===== src/rtl/instruction_fetch.sv =====
// -----------------------------------------------------------------------------
// instruction_fetch
//
// Purpose:
//   Front end of the core. Holds the PC and issues one instruction-memory read
//   per cycle whenever the fetch buffer has room for the response. It queues
//   the returned words, tagged with their PCs, in a small in-order FIFO and
//   presents the FIFO head to the datapath with a valid/ready handshake. A
//   taken branch flushes everything buffered or in flight and restarts
//   fetching at the word-aligned target.
//
// Parameters:
//   RESET_PC    address of the first fetch after reset
//   FIFO_DEPTH  fetch buffer entries (2 or 4)
//
// Ports:
//   clk                 single clock, rising-edge
//   rst_n               synchronous active-low reset
//   imem_req            instruction memory read strobe
//   imem_addr    [63:0] read address (equals the PC, word aligned)
//   imem_rdata   [31:0] read data, valid the cycle after its imem_req
//   branch_taken        redirect request from the datapath
//   branch_target[63:0] redirect address, qualified by branch_taken
//   out_valid           head instruction is presented
//   out_ready           datapath accepts the head this cycle
//   instructionAddress  PC of the head instruction (0 when not valid)
//   instruction  [31:0] head instruction word (0 when not valid)
// -----------------------------------------------------------------------------
module instruction_fetch #(
  parameter logic [63:0] RESET_PC   = 64'h0,
  parameter int          FIFO_DEPTH = 2
) (
  input  logic        clk,
  input  logic        rst_n,
  output logic        imem_req,
  output logic [63:0] imem_addr,
  input  logic [31:0] imem_rdata,
  input  logic        branch_taken,
  input  logic [63:0] branch_target,
  output logic        out_valid,
  input  logic        out_ready,
  output logic [63:0] instructionAddress,
  output logic [31:0] instruction
);

  localparam int         PTR_W = (FIFO_DEPTH > 2) ? 2 : 1;
  localparam logic [2:0] DEPTH = 3'(FIFO_DEPTH);

  logic [63:0]      pc;
  logic             inflight;       // a non-cancelled request was issued last cycle
  logic [63:0]      inflight_addr;  // PC of that request, used as the FIFO tag
  logic [2:0]       count;
  logic [PTR_W-1:0] rd_ptr;
  logic [PTR_W-1:0] wr_ptr;
  logic [63:0]      addr_mem [FIFO_DEPTH];
  logic [31:0]      data_mem [FIFO_DEPTH];

  logic             pop;
  logic             push;
  logic [3:0]       occupancy;

  // A response is only kept if its request was not cancelled and no redirect
  // is discarding it in this very cycle.
  assign pop       = out_valid & out_ready;
  assign push      = inflight & ~branch_taken;

  // Entries that will be committed after this edge. Counting the pop lets a
  // full buffer keep streaming at one word per cycle, which is why imem_req
  // depends combinationally on out_ready. pop implies count >= 1, so this
  // never underflows.
  assign occupancy = {1'b0, count} + {3'b000, inflight} - {3'b000, pop};

  assign imem_req  = rst_n & ~branch_taken & (occupancy < {1'b0, DEPTH});
  assign imem_addr = pc;
  assign out_valid = rst_n & (count != 3'd0);

  // NOTE: every output of a combinational block gets a default first, so no
  // path leaves it unassigned and no latch is inferred.
  always_comb begin
    instructionAddress = '0;
    instruction        = '0;
    if (out_valid) begin
      instructionAddress = addr_mem[rd_ptr];
      instruction        = data_mem[rd_ptr];
    end
  end

  // NOTE: sequential state is written with non-blocking assignments only, so
  // every register samples pre-edge values regardless of statement order.
  always_ff @(posedge clk) begin
    if (!rst_n) begin
      pc            <= RESET_PC & ~64'd3;
      inflight      <= 1'b0;
      inflight_addr <= '0;
      count         <= '0;
      rd_ptr        <= '0;
      wr_ptr        <= '0;
    end else if (branch_taken) begin
      // Redirect: drop buffered and in-flight words and restart at the target.
      // A handshake in this cycle has already completed at the datapath side.
      pc       <= branch_target & ~64'd3;
      inflight <= 1'b0;
      count    <= '0;
      rd_ptr   <= '0;
      wr_ptr   <= '0;
    end else begin
      inflight <= imem_req;
      if (imem_req) begin
        pc            <= pc + 64'd4;  // wraps modulo 2^64
        inflight_addr <= pc;
      end
      if (push) wr_ptr <= wr_ptr + PTR_W'(1);
      if (pop)  rd_ptr <= rd_ptr + PTR_W'(1);
      case ({push, pop})
        2'b10:   count <= count + 3'd1;
        2'b01:   count <= count - 3'd1;
        default: count <= count;
      endcase
    end
  end

  // NOTE: the storage array has no reset; count and the pointers alone decide
  // which entries are meaningful, so clearing the data would only add logic.
  always_ff @(posedge clk) begin
    if (rst_n && push) begin
      addr_mem[wr_ptr] <= inflight_addr;
      data_mem[wr_ptr] <= imem_rdata;
    end
  end

endmodule


===== config.mk =====
export PLATFORM = sky130hd
export DESIGN_NAME = instruction_fetch
export DESIGN_NICKNAME = d
export VERILOG_FILES = /design/src/rtl/instruction_fetch.sv
export SDC_FILE = /design/constraint.sdc
export NUM_CORES = 1
export LEC_CHECK = 0
export CORE_ASPECT_RATIO = 0.7
export CORE_MARGIN = 2
export CORE_UTILIZATION = 30
export CTS_CLUSTER_DIAMETER = 200
export DETAILED_ROUTE_END_ITERATION = 8
export GPL_TIMING_DRIVEN = 0
export SYNTH_ARGS = -nofsm -noshare
export SYNTH_HDL_FRONTEND = slang
export SYNTH_SLANG_ARGS = --single-unit

===== constraint.sdc =====
create_clock -name clk -period 12.2 [get_ports clk]
set_input_delay 1.22 -clock clk [delete_from_list [all_inputs] [get_ports clk]]
set_output_delay 1.22 -clock clk [all_outputs]
set_load 0.05 [all_outputs]

==> results.ini <==
[run_status]
outcome = finished clean

[timing]
rsz0062_at_grt = no
maxSlewViolCount = 0
period_share = 0.6111
finalHoldViolations = 0
fin_skew_ns = 0.02101
setup_viol = 0
worst_slack_ns = 4.745
final.setup.tns_ns = 0
relSlewSlack = 0.2487
period_needed_ns = 7.455
max_freq_ghz = 0.1341
tightest_slew_ns = 1.127

[floorplanning]
io_pins = 262
fp-row-count = 64
die_h_um = 180.6
start_util = 0.3052
dieArea_um2 = 46300
die_w_um = 256.3
placeableCoreArea_um2 = 43800

[route]
wirelength_um = 44750
via_per_inst = 5.068
ant_nets = 0
num_vias = 10910
drc = 0
dr.first_iter.drc_count = 1018
wire_per_inst_um = 20.78
firstDrtPassIters = 6

[logic_synthesis]
ys_ff_latch = 319
synth_edf_count = 188
synth-seq-area-share = 0.6184
syn_area_um2 = 13370
synth_cell_types = 55
yosys_warnings = 0
synth_cells = 1220
ys.flop_type = edfxtp_1
async_reset_ff_frac = 0
avgSynthCellArea_um2 = 10.96

[worst_setup_path]
path_cells = clkdlybuf4s50_1 -> o31ai_1 -> inv_1 -> and2_1 -> ha_1 -> nor2b_1 -> fa_1 -> or2_2 -> a2111oi_4 -> nor2_1 -> inv_1 -> buf_2 -> buf_1 -> clkdlybuf4s50_1
crit_start = rst_n
critical_path_class = input pin to output port
max_stage_delay_ns = 0.91
start_kind = input pin
crit_arrival_ns = 6.24
r2r_start = count[1]
worstReg2RegEnd = inflight_addr[50]
path_max_fanout = 10
regToRegSetupSlack_ns = 6.96
rr_worst_depth = 15
endpoint_kind = output port
slowest_stage = clkdlybuf4s50_1
critPathRequiredTime_ns = 10.98
endpoint = imem_req

[cells_and_area]
fillers = 4184
drive_gt1_frac = 0.05388
nets = 1640
syn_to_final_growth_pct = 34.80
antenna_cells = 0

[global_route]
grt_pass1_wl_um = 66440
grt_pass1_vias = 10570
grt.total_usage = 0.1890
grt-ovfl-total = 0
antenna_found_initial = 0
grt_max_degree = 15

[place]
io_buffers = 254
post-place-ws_ns = 4.809
routabilityCongestion = 0.8977
dpl.hpwl_um = 33080

[clock_network]
insertion_delay_ns = 0.53
clkTransAtPathRegs_ns = 0.06
cts_tree = yes
h-tree-depth = 2
root_buffer = clkbuf_16
cts_resized = 0
postCtsSetupRepairBufs = 0
cts_made_buffers = 34
cts_sinks = 319
hold_buffers = 0
clk_path_buf_depth = 3

[power_and_ir_drop]
peakVddDrop_v = 0.00006965
netSwitchingFraction = 0.2448
p_per_area_nw_per_um2 = 137.4
p_leak_nw = 5.748
p_int_w = 0.001870
p_sw_w = 0.0006060
power_frac_comb = 0.094
clockPowerShare = 0.424
p_seq_frac = 0.482

[hold_path]
hp-class = flop to flop

[run]
maxCapViolations = 0

## routing by layer
| layer | wire length [um] | share of wire | global-route usage | up-vias |
|---|---|---|---|---|
| li1 | - | - | - | 5059 |
| met4 | 1586 | 0.035 | 0.07018 | 0 |
| met3 | 4342 | 0.097 | 0.05767 | 95 |
| met2 | 19520 | 0.44 | 0.2890 | 512 |
| met1 | 19300 | 0.43 | 0.2517 | 5246 |
| met5 | 0 | 0 | 0 | - |
## flip-flops by register name, indices dropped and copies added, names as in the netlist, named ones only
signal,count
wr_ptr,1
addr_mem,124
data_mem,64
inflight,1
rd_ptr,1
count,3
inflight_addr,62
imem_addr,62
## through the flow
step	instance area [um^2]	instances	hold WS, ns	util	total power, W
2_1_floorplan	13380	1223	0.4254	-	0.001330
5_1_grt	18020	2153	0.4701	0.4114	0.002553
4_1_cts	18020	2153	0.4524	0.4114	0.002498
3_3_place_gp	16670	2071	0.4289	0.3805	0.001444
3_5_place_dp	16900	2091	0.4409	0.3859	0.001446
6_report	18020	2153	0.4532	0.4114	0.002476
## layout make-up
class	count	area (um^2)	share of cell area
Timing Repair Buffer	274	2768	0.1536
Multi-Input combinational cell	800	4711	0.2614
Clock inverter	13	138.9	0.007707
Buffer	80	321.6	0.01784
Tap cell	594	743.2	0.04124
Clock buffer	49	980.9	0.05443
Sequential cell	319	8268	0.4588
Inverter	24	90.09	0.004999
## Yosys cell counts (all sizes together), types with 11 or more instances
| cell | count | area, um^2 |
|---|---|---|
| edfxtp | 188 | 5645 |
| nand2 | 184 | 690.7 |
| dfxtp | 131 | 2623 |
| nor2 | 121 | 454.2 |
| a21oi | 112 | 560.5 |
| mux2i | 95 | 950.9 |
| clkbuf | 50 | 187.7 |
| buf | 30 | 133.9 |
| inv | 23 | 86.33 |
| nand3 | 23 | 115.1 |
| o21ai | 23 | 115.1 |
| a31oi | 21 | 131.4 |
| nor3 | 21 | 105.1 |
| nand4 | 19 | 118.9 |
| nor4 | 16 | 100.1 |
| and3 | 15 | 93.84 |
| and2 | 13 | 81.33 |
| xnor2 | 13 | 113.9 |
| o211ai | 11 | 82.58 |
## placed cells by master (no fill, tap or decap), drive strengths merged, types with 5 or more instances in the layout
cell,instances
a21oi,112
a22oi,10
a31oi,21
a32oi,5
and2,13
and3,15
and4,6
buf,50
clkbuf,99
clkdlybuf4s50,254
clkinv,9
dfxtp,131
edfxtp,188
ha,5
inv,24
mux2i,95
nand2,184
nand3,23
nand4,19
nor2,121
nor3,21
nor4,16
o211ai,11
o21a,7
o21ai,23
o22ai,7
o311ai,10
o31a,8
or3,5
or4,5
xnor2,13
xor2,5
## power groups by stage
stage | logic (W) | registers (W) | clock network [W]
2_1_floorplan | 0.0000802 | 0.00125 | 0
3_3_place_gp | 0.000226 | 0.00122 | 0
3_5_place_dp | 0.000230 | 0.00122 | 0
4_1_cts | 0.000231 | 0.00119 | 0.00107
5_1_grt | 0.000244 | 0.00120 | 0.00111
6_report | 0.000232 | 0.00119 | 0.00105
## worst min path at each step
stage | startpoint | end | cells past startpoint | slack [ns]
6_report | inflight_addr[21] | addr_mem[1][21] | 0 | 0.45
5_1_grt | inflight_addr[46] | addr_mem[0][46] | 0 | 0.47
4_1_cts | inflight_addr[51] | addr_mem[1][51] | 0 | 0.45
3_5_place_dp | inflight_addr[46] | addr_mem[1][46] | 0 | 0.44
3_3_place_gp | inflight_addr[52] | addr_mem[1][52] | 0 | 0.43
2_1_floorplan | inflight_addr[10] | addr_mem[0][10] | 0 | 0.43
## critical path: cells and delay by family
family | cells | cell delay [ns]
AO/OA/AOI/OAI | 2 | 0.66
adder cells (fa/ha/maj) | 2 | 0.77
buffers and inverters | 6 | 2.62
AND/OR/NAND/NOR | 4 | 0.94
## logic make-up after synthesis
| group | after synthesis | synth area share |
|---|---|---|
| mux | 98 | 0.07365 |
| xor+xnor | 18 | 0.01179 |
| other cells | 1 | 0.0002805 |
| compound gates | 238 | 0.1121 |
| fa+ha+maj | 7 | 0.007674 |
| buf+inv | 104 | 0.03079 |
| flops | 319 | 0.6184 |
| simple gates | 435 | 0.1453 |
No activity file was read; power rests on OpenSTA's default activity.
